### config.mk
export PLATFORM = sky130hd
export DESIGN_NAME = bf16_op_sched
export DESIGN_NICKNAME = d
export VERILOG_FILES = /design/src/rtl/data_type_pkg.sv /design/src/rtl/rr_arb2.sv /design/src/rtl/bf16_op_sched.sv
export SDC_FILE = /design/constraint.sdc
export NUM_CORES = 1
export LEC_CHECK = 0
export CELL_PAD_IN_SITES_DETAIL_PLACEMENT = 0
export CELL_PAD_IN_SITES_GLOBAL_PLACEMENT = 2
export CORE_UTILIZATION = 25
export DETAILED_ROUTE_END_ITERATION = 10
export PLACE_DENSITY_LB_ADDON = 0.08
export SYNTH_ARGS = -nofsm -noshare
export SYNTH_HDL_FRONTEND = slang
export SYNTH_SLANG_ARGS = --single-unit
### constraint.sdc
create_clock -name clk_i -period 2 [get_ports clk_i]
set_clock_uncertainty 0.05 [all_clocks]
set_input_delay 0.2 -clock clk_i [delete_from_list [all_inputs] [get_ports clk_i]]
set_output_delay 0.2 -clock clk_i [all_outputs]
set_load 0.02 [all_outputs]
### src/rtl/data_type_pkg.sv
// Shared types and constants for the bf16 operation scheduler.
package data_type_pkg;

  localparam int MODE_WIDTH = 3;
  localparam int DATA_WIDTH = 16;

  // Opcodes understood by the shared datapath; codes 4..7 are undefined.
  localparam logic [MODE_WIDTH-1:0] MODE_ADD = 3'd0;
  localparam logic [MODE_WIDTH-1:0] MODE_SUB = 3'd1;
  localparam logic [MODE_WIDTH-1:0] MODE_MUL = 3'd2;
  localparam logic [MODE_WIDTH-1:0] MODE_DIV = 3'd3;

  typedef enum logic [1:0] {
    IDLE = 2'd0,
    EXEC = 2'd1,
    RESP = 2'd2
  } sched_state_e;

  // True for opcodes the datapath implements.
  function automatic logic mode_known(input logic [MODE_WIDTH-1:0] mode);
    return (mode == MODE_ADD) || (mode == MODE_SUB) ||
           (mode == MODE_MUL) || (mode == MODE_DIV);
  endfunction

endpackage

### src/rtl/rr_arb2.sv
// Two-way round-robin arbiter: the pointer picks the winner on contention.
module rr_arb2 (
  input  logic       en_i,
  input  logic [1:0] valid_i,
  input  logic       ptr_i,
  output logic [1:0] gnt_o
);

  // Grant the lone requester, or the pointed-to one when both are valid.
  always_comb begin
    gnt_o = 2'b00;
    if (en_i) begin
      if (valid_i == 2'b11) begin
        gnt_o[ptr_i] = 1'b1;
      end else begin
        gnt_o = valid_i;
      end
    end
  end

endmodule

### src/rtl/bf16_op_sched.sv
// Schedules commands from two requesters onto one shared bf16 datapath,
// one operation in flight, with per-mode fixed latency and a held response.
module bf16_op_sched
  import data_type_pkg::*;
#(
  parameter int LAT_ADDSUB = 1,
  parameter int LAT_MUL    = 2,
  parameter int LAT_DIV    = 4
) (
  input  logic                       clk_i,
  input  logic                       rst_ni,
  input  logic [1:0]                 req_valid_i,
  output logic [1:0]                 req_ready_o,
  input  logic [1:0][MODE_WIDTH-1:0] req_mode_i,
  input  logic [1:0][DATA_WIDTH-1:0] req_in1_i,
  input  logic [1:0][DATA_WIDTH-1:0] req_in2_i,
  output logic                       rsp_valid_o,
  input  logic                       rsp_ready_i,
  output logic                       rsp_id_o,
  output logic [DATA_WIDTH-1:0]      rsp_data_o,
  output logic                       rsp_overflow_o,
  output logic [MODE_WIDTH-1:0]      op_mode_o,
  output logic [DATA_WIDTH-1:0]      op_in1_o,
  output logic [DATA_WIDTH-1:0]      op_in2_o,
  input  logic [DATA_WIDTH-1:0]      op_out_i,
  input  logic                       op_overflow_i,
  output logic                       busy_o,
  output logic                       ovf_sticky_o,
  input  logic                       ovf_clr_i
);

  localparam int LAT_MAX_AM = (LAT_ADDSUB > LAT_MUL) ? LAT_ADDSUB : LAT_MUL;
  localparam int LAT_MAX    = (LAT_MAX_AM > LAT_DIV) ? LAT_MAX_AM : LAT_DIV;
  localparam int CNT_W      = $clog2(LAT_MAX) + 1;

  // Remaining EXEC cycles after the first; undefined modes take one cycle.
  function automatic logic [CNT_W-1:0] lat_m1(input logic [MODE_WIDTH-1:0] mode);
    case (mode)
      MODE_ADD, MODE_SUB: return CNT_W'(LAT_ADDSUB - 1);
      MODE_MUL:           return CNT_W'(LAT_MUL - 1);
      MODE_DIV:           return CNT_W'(LAT_DIV - 1);
      default:            return '0;
    endcase
  endfunction

  sched_state_e          state_q, state_d;
  logic [CNT_W-1:0]      cnt_q, cnt_d;
  logic                  rr_q, rr_d;
  logic [MODE_WIDTH-1:0] op_mode_q, op_mode_d;
  logic [DATA_WIDTH-1:0] op_in1_q, op_in1_d;
  logic [DATA_WIDTH-1:0] op_in2_q, op_in2_d;
  logic                  rsp_id_q, rsp_id_d;
  logic [DATA_WIDTH-1:0] rsp_data_q, rsp_data_d;
  logic                  rsp_ovf_q, rsp_ovf_d;
  logic                  ovf_sticky_q, ovf_sticky_d;

  logic [1:0] gnt;
  logic       gnt_idx;
  logic       capture;
  logic       cur_known;

  rr_arb2 u_arb (
    .en_i   (state_q == IDLE),
    .valid_i(req_valid_i),
    .ptr_i  (rr_q),
    .gnt_o  (gnt)
  );

  assign gnt_idx   = gnt[1];
  assign capture   = (state_q == EXEC) && (cnt_q == '0);
  assign cur_known = mode_known(op_mode_q);

  // The grant is combinational, so it is gated by reset to stay low in reset.
  assign req_ready_o    = gnt & {2{rst_ni}};
  assign rsp_valid_o    = (state_q == RESP);
  assign busy_o         = (state_q != IDLE);
  assign rsp_id_o       = rsp_id_q;
  assign rsp_data_o     = rsp_data_q;
  assign rsp_overflow_o = rsp_ovf_q;
  assign op_mode_o      = op_mode_q;
  assign op_in1_o       = op_in1_q;
  assign op_in2_o       = op_in2_q;
  assign ovf_sticky_o   = ovf_sticky_q;

  // Next-state logic for the FSM and all datapath-facing registers.
  always_comb begin
    // NOTE: every _d starts from its _q so no branch can infer a latch.
    state_d    = state_q;
    cnt_d      = cnt_q;
    rr_d       = rr_q;
    op_mode_d  = op_mode_q;
    op_in1_d   = op_in1_q;
    op_in2_d   = op_in2_q;
    rsp_id_d   = rsp_id_q;
    rsp_data_d = rsp_data_q;
    rsp_ovf_d  = rsp_ovf_q;

    // A set at the capture edge beats a clear in the same cycle.
    if (capture && cur_known && op_overflow_i) begin
      ovf_sticky_d = 1'b1;
    end else if (ovf_clr_i) begin
      ovf_sticky_d = 1'b0;
    end else begin
      ovf_sticky_d = ovf_sticky_q;
    end

    case (state_q)
      IDLE: begin
        if (|gnt) begin
          state_d   = EXEC;
          op_mode_d = req_mode_i[gnt_idx];
          op_in1_d  = req_in1_i[gnt_idx];
          op_in2_d  = req_in2_i[gnt_idx];
          rsp_id_d  = gnt_idx;
          cnt_d     = lat_m1(req_mode_i[gnt_idx]);
        end
      end
      EXEC: begin
        if (cnt_q == '0) begin
          state_d    = RESP;
          rsp_data_d = cur_known ? op_out_i : '0;
          rsp_ovf_d  = cur_known & op_overflow_i;
        end else begin
          cnt_d = cnt_q - CNT_W'(1);
        end
      end
      RESP: begin
        if (rsp_ready_i) begin
          state_d   = IDLE;
          rr_d      = ~rsp_id_q;
          op_mode_d = '0;
          op_in1_d  = '0;
          op_in2_d  = '0;
        end
      end
      default: state_d = IDLE;
    endcase
  end

  // State register; reset aborts any operation in flight.
  always_ff @(posedge clk_i or negedge rst_ni) begin
    if (!rst_ni) begin
      state_q      <= IDLE;
      cnt_q        <= '0;
      rr_q         <= 1'b0;
      op_mode_q    <= '0;
      op_in1_q     <= '0;
      op_in2_q     <= '0;
      rsp_id_q     <= 1'b0;
      rsp_data_q   <= '0;
      rsp_ovf_q    <= 1'b0;
      ovf_sticky_q <= 1'b0;
    end else begin
      // NOTE: non-blocking so every register samples pre-edge values.
      state_q      <= state_d;
      cnt_q        <= cnt_d;
      rr_q         <= rr_d;
      op_mode_q    <= op_mode_d;
      op_in1_q     <= op_in1_d;
      op_in2_q     <= op_in2_d;
      rsp_id_q     <= rsp_id_d;
      rsp_data_q   <= rsp_data_d;
      rsp_ovf_q    <= rsp_ovf_d;
      ovf_sticky_q <= ovf_sticky_d;
    end
  end

endmodule

---- Word-level counts from Yosys, hierarchy flattened ----
Cells that the tools add are included.
W data, S select, Z words.
word-level totals
  register bits ........................... 60
  output and inout bits ................... 58
cells by class
  $add $sub $neg .......................... 1
  $lt $le $gt $ge ......................... 3
  equal/unequal tests ..................... 12
  mux-type cells .......................... 29
  bitwise logic cells ..................... 3
  reduce and logical (&&, ||, !) cells .... 21
operators by type and width
  cell                   number
  $mux W16               8
  $pmux W16 S2           2
  $mux W3                6
  $eq A3 B2 Y1 const B   4
  $pmux W3 S2            2
  $mux W2                5
  $reduce_and A3 Y1      3
  $reduce_bool A2 Y1     4
  $logic_not A3 Y1       2
  $pmux W2 S3            1
  $reduce_and A2 Y1      3
  $eq A2 B2 Y1 const B   2
  $logic_and A1 B1 Y1    4
  $lt A1 B2 Y1 const B   2
  $ne A2 B1 Y1 const B   2
  $ne A2 B2 Y1 const B   2
  $pmux W2 S2            1
  $eq A3 B1 Y1 const B   1
  $logic_or A1 B1 Y1     3
  $mux W1                3
  $sub A3 B1 Y3 const B  1
  $and A2 B2 Y2          1
  $eq A2 B1 Y1 const B   1
  $logic_not A2 Y1       1
  5 further kinds        5

---- Depth between registers and ports, before layout ----
  depth in word-level cells ............... 12
  gate-level depth with buffers ........... 7

---- Modules after synthesis ----
From an unflattened synthesis, not the netlist that was laid out.
second synthesis, totals
  cell total of the unflattened synthesis .. 280
  area total of the unflattened synthesis .. 2994.1 um2
modules (own cells, without submodules)
  module         instances  cells an instance  area an instance (um2)  sequential area each (um2)
  bf16_op_sched  1          275                2972.9                  1501.4
  rr_arb2        1          5                  21.3                    0.0

---- Worst setup path after synthesis ----
Ideal clock, no wire load.
  path kind ............................... register to register
  start point ............................. reg state_q[0]
  end point ............................... reg op_in2_q[2] (netlist: op_in2_o[2])
  library setup time ...................... 0.125 ns
  data arrival time ....................... 1.365 ns
  required time ........................... 1.825 ns
  path slack .............................. 0.460 ns
  cell stages (with the launch flop) ...... 7
  path buffers ............................ 2
  clock period less this slack ............ 1.540 ns
  cell sequence ........................... dfrtp_1 and2b_1 nand2_1 and2_4 buf_8 buf_8 o2bb2ai_1
RTL lines
  what                                                                        RTL line              text
  start, declared                                                             bf16_op_sched.sv:46   sched_state_e state_q, state_d;
  start signal, assigned                                                      bf16_op_sched.sv:155  state_q <= state_d;
  $eq A2 B2 Y1 *                                                              n/a
  net rsp_valid_o                                                             bf16_op_sched.sv:17   output logic rsp_valid_o,
  $ne A2 B1 Y1 (no source line) / $reduce_bool A2 Y1 (equally long branches)  n/a
  $reduce_and A3 Y1 (no source line)                                          n/a
  end signal, assigned                                                        bf16_op_sched.sv:160  op_in2_q <= op_in2_d;
  end, declared                                                               bf16_op_sched.sv:51   logic [DATA_WIDTH-1:0] op_in2_q, op_in2_d;
The timed path passes the listed nets; every way through them passes the cells marked *. The select of a mux whose other input is x is not followed.
A chain may end at the register's enable or synchronous reset.

---- Worst setup path in the final report ----
  start point ............................. reg state_q[0]
  end point ............................... out rsp_valid_o
between the ends
  cells in the longest elaborated chain, start to end .. 1
ends and longest elaborated chain
  what           RTL line             text
  $eq A2 B2 Y1   bf16_op_sched.sv:75  assign rsp_valid_o = (state_q == RESP);
  end, declared  bf16_op_sched.sv:17
Every way passes these cells.

==> flow_summary.json <==
{
  "status": "complete, no violations",
  "netlist_area_um2": 2869,
  "grt_overflow_total": 0,
  "tightest_slew_ps": 790.5,
  "ir_worst_vdd_mv": 0.5598,
  "die_area_um2": 11910,
  "path_max_fanout": 5,
  "cp.arrival_ps": 1640,
  "syn-num-nets": 341,
  "start_util_pct": 26.01,
  "clock_latency_ps": 320,
  "worstReg2RegStart": "cnt_q[0]",
  "cts_tree": "yes",
  "path_depth": 2,
  "grt_pass1_wl_mm": 12.50,
  "gr-usage-all-layers_pct": 13.96,
  "cts_sinks": 60,
  "worstPathRequired_ps": 1750,
  "fill_cells": 1081,
  "max_slew_margin_pct": 47.30,
  "p_per_area_nw_per_um2": 1485,
  "rsz0062_at_grt": "false",
  "cts_inserted_buffers": 9,
  "dpl.hpwl_mm": 5.791,
  "p_leak_nw": 2.151,
  "cts_setup_buffers": 0,
  "clkTransAtPathRegs_ps": 50,
  "final-seq-area_um2": 1501,
  "yosysMostFrequentCell": "dfrtp_1",
  "worstSetupStartpoint": "state_q[0]",
  "drive_above_1_share_pct": 10.49,
  "routed_wl_mm": 8.221,
  "first_global_vias": 2427,
  "drc_errors": 0,
  "layout-area-overhead-vs-synth_pct": 70.08,
  "ys.flop_type": "dfrtp_1",
  "cts_max_path_buffers": 2,
  "wl_per_cell_um": 14.95,
  "synth_top_area_cell": "dfrtp_1",
  "ios": 151,
  "portBuffers": 150,
  "rows": 38,
  "drtPass1Iterations": 4,
  "ant_nets": 0,
  "synth_common_cells": "60 x dfrtp_1, 36 x mux2i_1, 28 x nand2_1",
  "dieWidth_um": 109.1,
  "cp_cell_sequence": "and2b_1, clkdlybuf4s50_1",
  "h-tree-depth": 3,
  "gp_congestion": 0.7360,
  "cts_resized": 2,
  "synth_top_area_share_pct": 52.33,
  "holdWs_ps": 18.91,
  "synth_edf_count": 0,
  "setup_tns_ps": 0,
  "power_w": 0.007247,
  "timing.final.crit_share_pct": 94.37,
  "max_freq_mhz": 529.8,
  "fin_crit_ps": 1887,
  "num-nets-final": 500,
  "slew_viol_final": 0,
  "slowest_stage": "clkdlybuf4s50_1",
  "grt_max_degree": 61,
  "ys_seq_elements": 60,
  "synth_cell_types": 33,
  "core_area_um2": 11030,
  "grt_antenna_before_repair": 0,
  "crit_path_end": "rsp_valid_o",
  "netlist_instances": 246,
  "synth.avg_cell_area_um2": 11.66,
  "cts_root_buf": "clkbuf_16",
  "vias_per_cell": 4.400,
  "yosysSeqAreaShare_pct": 52.33,
  "dieHeight_um": 109.1,
  "crit_buf_inv": 1,
  "r2r_cells": 7,
  "rr_endpoint": "rsp_data_o[3]",
  "slowest_delay_ps": 640,
  "multi_input_area_um2": 1244,
  "synth_area_leaders": "dfrtp_1 52%, mux2i_1 13%, o2bb2ai_1 7.9%, o2bb2ai_2 4.7%, nand2b_1 4.1%",
  "cpLargestDelayFamily": "buffers and inverters",
  "cap_violations": 0,
  "critPathCaptureType": "output pin",
  "reg2reg_slack_ps": 420,
  "ys_warn_count": 0,
  "synthArstFlopShare_pct": 100.0,
  "ctsHoldBuffers": 0,
  "drt_iter0_markers": 83,
  "finalHoldViolCount": 0,
  "finalSetupViolations": 0,
  "utilization_pct": 44.24,
  "min_path_type": "in2async",
  "antennaDiodeCount": 0,
  "crit_type": "reg2out",
  "num_vias": 2420,
  "crit_path_start_kind": "flop"
}
[layout by cell type (no fill, tap or decap), types with 2 or more instances in the layout]
master | netlist | routed
clkdlybuf4s50_1 | 0 | 147
nand3_1 | 2 | 2
o22ai_1 | 2 | 2
mux2i_1 | 36 | 36
o2bb2ai_2 | 9 | 9
buf_12 | 0 | 3
nor2b_1 | 2 | 2
dlygate4sd2_1 | 0 | 2
dfrtp_1 | 60 | 60
clkbuf_16 | 0 | 9
nand2b_1 | 19 | 19
clkinv_2 | 0 | 2
o2bb2ai_1 | 26 | 26
nor2_1 | 2 | 2
and2b_1 | 3 | 3
clkbuf_8 | 0 | 2
nand2_1 | 28 | 28
buf_4 | 1 | 10
o21ai_0 | 21 | 20
ha_1 | 2 | 2
inv_1 | 7 | 7
[worst min-delay path by stage]
stage                      start      endpoint  slack (ps)
final                     rst_ni  op_in1_o[14]          20
after global routing      rst_ni  op_in1_o[14]         110
after floorplan           rst_ni      cnt_q[0]        -150
after global placement    rst_ni      rsp_id_o         410
after CTS                 rst_ni  op_in1_o[12]          70
after detailed placement  rst_ni  op_in1_o[12]         410
[cell families (layout without fill, tap and decap cells)]
family	count (synthesis)	in the layout	synth area share (%)
adders and majority gates	2	2	0.8721
buffers and inverters	22	186	4.710
AOI/OAI and AO/OA	63	63	18.10
and+or+nand+nor	63	63	11.43
DFF	60	60	52.33
muxes	36	36	12.56
[report_power, final]
part / switching [W] / internal (W) / leakage [nW] / total [W]
clock network: 0.000545 / 0.00103 / 0.149 / 0.00157
logic: 0.00179 / 0.00179 / 1.25 / 0.00358
registers: 0.000322 / 0.00177 / 0.752 / 0.00210
[stage by stage]
step / worst slack (ps) / cell area (um2) / std cells
after floorplan: 460.0 / 2869 / 246
after detailed placement: 117.4 / 4578 / 534
final: 112.7 / 4880 / 550
after global placement: 110.8 / 4578 / 534
after CTS: 94.58 / 4880 / 550
after global routing: 40.77 / 4880 / 550
[final cells by class]
| class | instances | area share, % |
|---|---|---|
| well taps | 140 | 3.590 |
| repair buffers | 163 | 33.38 |
| inverters | 7 | 0.5385 |
| multi-input cells | 164 | 25.49 |
| clock buffers | 12 | 5.256 |
| clock inverters | 4 | 0.9744 |
| flip-flops and latches | 60 | 30.77 |
[state kept, by name, indices dropped and copies added (netlist names)]
register        flops
op_in1_o           16
op_in2_o           16
rsp_data_o         16
cnt_q               3
op_mode_o           3
state_q             2
ovf_sticky_o        1
rr_q                1
rsp_id_o            1
rsp_overflow_o      1
[metal layers]
metal  part of all wire, %  up-vias  global-route usage (%)  routed length (um)
met2                    44      105                   21.29                3600
met1                    45     1106                   18.37                3703
met3                   9.9        9                   4.065                 815
li1                      -     1200                       -                   -
met5                     0        -                       0                   0
met4                   1.2        0                   5.792                 101
Note: power is estimated with default switching activity, not from simulation.
==> edit 1 (same flow settings) <==
The 3 states of `sched_state_e` get a one-hot encoding in 3 bits.
--- a/src/rtl/data_type_pkg.sv
+++ b/src/rtl/data_type_pkg.sv
@@ -10,10 +10,10 @@
   localparam logic [MODE_WIDTH-1:0] MODE_MUL = 3'd2;
   localparam logic [MODE_WIDTH-1:0] MODE_DIV = 3'd3;
 
-  typedef enum logic [1:0] {
-    IDLE = 2'd0,
-    EXEC = 2'd1,
-    RESP = 2'd2
+  typedef enum logic [2:0] {
+    IDLE = 3'b001,
+    EXEC = 3'b010,
+    RESP = 3'b100
   } sched_state_e;
 
   // True for opcodes the datapath implements.
Check against the original RTL: no difference found for any inputs over 10 cycles, from zero or initial values and one cycle with rst_ni low; not proved beyond that.
==> edit 1 against the original RTL <==
- routed wire length grew 0.26%
- count of clock-buffer cells in the layout is the same
- design area shrank 0.97%
- sequential cell count grew 1
- total power grew 0.20%
- first-iteration DRC count shrank 19%
- worst setup slack gained 0.012 ns
- synthesized area shrank 1.2%
- via count grew 0.50%
- critical endpoint is now req_ready_o[0]
==> edit 1: results (changes against the original RTL) <==
----------------------------------------------------
[GRT]
  Met2 track demand over resource ... 0.226 (+0.0131)
  Vias in the first global route ... 2502 (+3.1%)
  Pin count of the biggest net entering global routing ... 62 (+1.6%)
  Overall fraction of global-route tracks in use ... 0.145 (+0.00515)
  Initial antenna violation count ... 0 (unchanged)
  M1 GR Usage ... 0.178 (-0.00593)
  Global-route wire length before repair ... 12600 um (+0.78%)
  Global Route met3 Usage ... 0.0518 (+0.0112)

[Logic synthesis]
  Part of the Yosys area used for sequential elements ... 0.539 (+0.0155)
  Average instance area after synthesis ... 11.4 um2 (-2.0%)
  Yosys synthesis warning count ... 0 (unchanged)
  Main area contributors after synthesis ... sky130_fd_sc_hd__dfrtp_1 (53%), sky130_fd_sc_hd__mux2i_1 (13%), sky130_fd_sc_hd__o2bb2ai_1 (11%)
  Top cell types by occurrence after synthesis ... sky130_fd_sc_hd__dfrtp_1 (60), sky130_fd_sc_hd__mux2i_1 (36), sky130_fd_sc_hd__o2bb2ai_1 (35)
  FFs w/ async S/R, synth ... 1.00 (unchanged)
  Most instantiated flip-flop cell in the synthesis netlist ... sky130_fd_sc_hd__dfrtp_1
  Count of distinct cell types in the synthesized netlist ... 31 (-6.1%)
  Synthesized netlist net count ... 343 (+0.59%)

[Power]
  Largest voltage drop on the vdd net ... 0.903 mV (+61%)
  P_leak ... 2.21 nW (+2.7%)
  Power Internal ... 0.00457 W (-0.52%)

[Drt]
  First-pass iteration count of the detailed router ... 4 (unchanged)
  Met2 layer wire length in the routed design ... 3920 um (+8.8%)
  Highest signal layer in the routed design ... met4
  Met1 layer wirelength in the final routing ... 3570 um (-3.7%)
  Met3 WL ... 615 um (-25%)
  Drt initial violations ... 67 (-19%)
  Via Count ... 2432 (+0.50%)
  Ratio of routed vias to standard cells ... 4.42 (+0.50%)
  Routed WL ... 8240 um (+0.26%)

[Final layout]
  Final #Nets ... 502 (+0.40%)
  Count of inserted antenna diode cells ... 0 (unchanged)
  Fraction of final layout cells sized beyond drive strength 1 ... 0.0854 (-0.0195)

[Timing]
  Fin. max-slew vios ... 0 (unchanged)
  Accumulated negative setup slack ... 0 ns (unchanged)
  Max_slew headroom ... 0.460 (-0.0132)

[Clock network]
  Number of H-tree levels ... 3 (unchanged)
  Post-CTS repair timing setup buffer count ... 0 (unchanged)
  Number of CTS-inserted buffers ... 9 (unchanged)
  CTS Root Cell ... sky130_fd_sc_hd__clkbuf_16
  CTS max path bufs ... 2 (unchanged)
  Clock latency reported for the late side of the worst-skew pair ... 0.33 ns
  Clock slew at reported path FFs ... 0.05 ns (about the same)

[Place]
  Count of placed standard cells including taps ... 536 (+0.37%)
  Placer congestion estimate ... 0.689 (-6.3%)
  Post-detail-place hpwl ... 5820 um (+0.44%)
  Dpl cell area ... 0.00457 mm2 (-0.11%)
  Number of buffer cells added on primary ports ... 150 (unchanged)

[Worst setup path]
  Worst path arrival time ... 1.63 ns
  Maximum fanout encountered on the critical timing path ... 5 (unchanged)

[Min path]
  Worst min path class ... primary input to async pin

[Status]
  Outcome ... finished clean

----------------------------------------------------
edit 1: changes by cell type after synthesis, moves of 3 or more:
| cell | delta |
|---|---|
| sky130_fd_sc_hd__a21o_1 | +3 |
| sky130_fd_sc_hd__and2b_1 | -3 |
| sky130_fd_sc_hd__buf_2 | -4 |
| sky130_fd_sc_hd__clkbuf_1 | +8 |
| sky130_fd_sc_hd__nand2_1 | -3 |
| sky130_fd_sc_hd__nor2_1 | +4 |
| sky130_fd_sc_hd__nor3b_1 | +3 |
| sky130_fd_sc_hd__o21ai_0 | -4 |
| sky130_fd_sc_hd__o2bb2ai_1 | +9 |
| sky130_fd_sc_hd__o2bb2ai_2 | -9 |
edit 1: area by class of cell:
cell class                 instances  area (um2)
clock buffer                      12         256
multi-input combinational        166        1230
fill                            1073        6100
sequential                        61        1530
inverter                           6        22.5
clock inverter                     2        10.0
tap                              140         175
timing repair buffer             163        1610
edit 1: worst max-delay path: stages (launching register included):
cell                              delay, ns
sky130_fd_sc_hd__dfstp_2               0.52
sky130_fd_sc_hd__nor3b_4               0.26
sky130_fd_sc_hd__nand3_1               0.12
sky130_fd_sc_hd__nor2_1                0.09
sky130_fd_sc_hd__clkdlybuf4s15_1       0.30
edit 1: cell families (layout without fill, tap and decap cells):
kind of cell               after synthesis  in the layout  synth area share
muxes                                   36             36             0.127
AOI/OAI and AO/OA                       63             63             0.167
buffers and inverters                   21            183            0.0309
DFF                                     61             61             0.539
adders and majority gates                2              2           0.00882
and+or+nand+nor                         65             65             0.127
edit 1: power groups by stage:
stage / logic [W] / registers (W) / clock network (W)
5_1_grt: 0.00400 / 0.00224 / 0.00151
6_report: 0.00371 / 0.00216 / 0.00140
4_1_cts: 0.00378 / 0.00217 / 0.00145
3_5_place_dp: 0.00379 / 0.00217 / 0
2_1_floorplan: 0.00128 / 0.00283 / 0
3_3_place_gp: 0.00374 / 0.00219 / 0
edit 1: per-stage QoR:
step                 util  hold WS [ns]  setup slack [ns]
finish              0.442        0.0114             0.125
floorplan               -        -0.146             0.188
global placement    0.418         0.410            0.0501
CTS                 0.442        0.0576            0.0116
global route        0.442        0.0899           0.00189
detailed placement  0.418         0.405            0.0201
edit 1: repair_timing:
item                                    4_1_cts  5_1_grt
endpoints found under the setup margin        4        2
gates resized for setup                       5        2
hold buffers                                  0        0
edit 1: worst paths after layout:
kind | start | endpoint | slack [ns] | cells past startpoint
max | state_q[0] | req_ready_o[0] | 0.12 | 4
min | rst_ni | rr_q | 0.01 | 2
max reg2reg | state_q[0] | cnt_q[1] | 0.15 | 4
min reg2reg | rsp_data_o[8] | rsp_data_o[8] | 0.43 | 2
max in group asynchronous | rst_ni | op_in1_o[8] | 1.35 | 2
min in group clk_i | op_out_i[2] | rsp_data_o[2] | 0.38 | 3
==> edit 2 (same flow settings) <==
Without the edit above. Set the parameter `LAT_MUL` to 8 (it was 2).
--- a/src/rtl/bf16_op_sched.sv
+++ b/src/rtl/bf16_op_sched.sv
@@ -4,7 +4,7 @@
   import data_type_pkg::*;
 #(
   parameter int LAT_ADDSUB = 1,
-  parameter int LAT_MUL    = 2,
+  parameter int LAT_MUL    = 8,
   parameter int LAT_DIV    = 4
 ) (
   input  logic                       clk_i,
Behaviour: not the same (Yosys sat finds a counterexample within 4 cycles, from zero or initial values and one cycle with rst_ni low).
==> edit 2 against the original RTL <==
- die area up 0.51%
- sequential share of layout area up 0.22 points
- synthesized area up 0.52%
- first-iteration DRC count down 31%
- core utilization up 0.42 points
- register-to-register slack worse by 0.25 ns
- hold slack better by 0.00088 ns
- sequential cell count up 1
- final cell count up 0.91%
- routed wire length about the same
- total power up 0.86%
- design area up 0.95%
- worst setup slack worse by 0.016 ns
- critical endpoint is now busy_o
- largest power group unchanged
==> edit 2: results (changes against the original RTL) <==
----------------------------------------------------
[Final layout]
  Filler Cell Count ... 1037 (-4.1%)
  Final #Nets ... 504 (+0.80%)
  Footprint of the multi-input gates ... 0.00123 mm2 (-0.91%)
  Count of inserted antenna diode cells ... 0 (unchanged)
  Fraction of final layout cells sized beyond drive strength 1 ... 0.0988 (-0.00608)

[Logic synthesis]
  Yosys synthesis warning count ... 0 (unchanged)
  Main area contributors after synthesis ... sky130_fd_sc_hd__dfrtp_1 (53%), sky130_fd_sc_hd__mux2i_1 (12%), sky130_fd_sc_hd__o2bb2ai_1 (11%)
  Number of enable flip-flop cells after synthesis ... 0 (unchanged)
  Most instantiated flip-flop cell in the synthesis netlist ... sky130_fd_sc_hd__dfrtp_1
  Synthesized netlist net count ... 344 (+0.88%)
  Part of the Yosys area used for sequential elements ... 0.529 (+0.00595)
  Top cell types by occurrence after synthesis ... sky130_fd_sc_hd__dfrtp_1 (61), sky130_fd_sc_hd__mux2i_1 (36), sky130_fd_sc_hd__o2bb2ai_1 (35)
  Count of distinct cell types in the synthesized netlist ... 36 (+9.1%)
  FFs w/ async S/R, synth ... 1.00 (unchanged)

[Place]
  Post-detail-place hpwl ... 6070 um (+4.9%)
  Placer congestion estimate ... 0.681 (-7.4%)
  Dpl cell area ... 0.00460 mm2 (+0.49%)
  Worst slack, placed ... -0.0796 ns (-0.197 ns)

[Drt]
  Wire length per cell ... 14.8 um (-0.83%)
  Met2 layer wire length in the routed design ... 3900 um (+8.4%)
  Met1 layer wirelength in the final routing ... 3480 um (-6.1%)
  Drt initial violations ... 57 (-31%)
  Ratio of routed vias to standard cells ... 4.39 (-0.33%)
  Met3 WL ... 739 um (-9.3%)

[Clock network]
  Number of gates resized after CTS ... 4 (+2)
  Clock latency reported for the late side of the worst-skew pair ... 0.32 ns (about the same)
  CTS max path bufs ... 2 (unchanged)
  CTS Root Cell ... sky130_fd_sc_hd__clkbuf_16

[Min path]
  Worst min path class ... primary input to async pin

[GRT]
  Vias in the first global route ... 2533 (+4.4%)
  Global Route met3 Usage ... 0.0468 (+0.00618)
  Met2 track demand over resource ... 0.248 (+0.0355)
  M1 GR Usage ... 0.165 (-0.0188)
  Initial antenna violation count ... 0 (unchanged)
  Pin count of the biggest net entering global routing ... 62 (+1.6%)
  Global-route wire length before repair ... 12800 um (+2.3%)
  Overall fraction of global-route tracks in use ... 0.144 (+0.00415)

[Power]
  Seq pwr share ... 0.290 (about the same)
  Power Internal ... 0.00471 W (+2.4%)
  Largest voltage drop on the vdd net ... 0.646 mV (+15%)
  Power, Total ... 0.00731 W (+0.86%)
  Combinational fraction of design power ... 0.482 (-0.012)
  P_leak ... 2.19 nW (+1.8%)

[Status]
  Outcome ... finished clean

[Timing]
  Max_slew headroom ... 0.341 (-0.132)

----------------------------------------------------
[edit 2: changes by cell type after synthesis, sizes merged, moves of 2 or more]
cell	before	now
a21o	0	3
a21oi	1	3
and2b	3	1
buf	10	13
clkbuf	5	2
nand2	29	24
nand3	2	5
nor2	3	8
o21ai	21	19
o22ai	2	0
[edit 2: path summary, 6_finish.rpt]
kind	start	end	slack, ns	cells after the start
max	state_q[0]	busy_o	0.1	4
min	rst_ni	op_mode_o[0]	0.02	2
max reg2reg	state_q[0]	op_in1_o[1]	0.17	6
min reg2reg	rsp_data_o[2]	rsp_data_o[2]	0.43	2
max in group asynchronous	rst_ni	op_in2_o[0]	1.34	2
min in group clk_i	op_out_i[4]	rsp_data_o[4]	0.39	3
[edit 2: worst max-delay path, delay by kind of cell, from the launching register on]
family	cells	cell delay, ns
buffers and inverters	3	0.85
AND/OR/NAND/NOR	1	0.05
flip-flops	1	0.44
[edit 2: area by class of cell]
cell class                      count  share of cell area
Inverter                            8             0.00610
Timing Repair Buffer              164               0.332
Clock buffer                       12              0.0521
Sequential cell                    61               0.310
Clock inverter                      4              0.0142
Multi-Input combinational cell    166               0.250
Tap cell                          140              0.0356
[edit 2: logic make-up after synthesis]
| family | after synthesis | synth area share |
|---|---|---|
| simple gates | 63 | 0.118 |
| fa+ha+maj | 1 | 0.00434 |
| compound gates | 65 | 0.174 |
| flops | 61 | 0.529 |
| mux | 37 | 0.129 |
| buf+inv | 23 | 0.0456 |
[edit 2: through the flow]
stage | TNS, ns | std cells | util
5_1_grt | 0 | 555 | 0.447
6_report | 0 | 555 | 0.447
3_3_place_gp | -1.72 | 539 | 0.417
2_1_floorplan | 0 | 250 | -
3_5_place_dp | -2.22 | 539 | 0.417
4_1_cts | 0 | 555 | 0.447
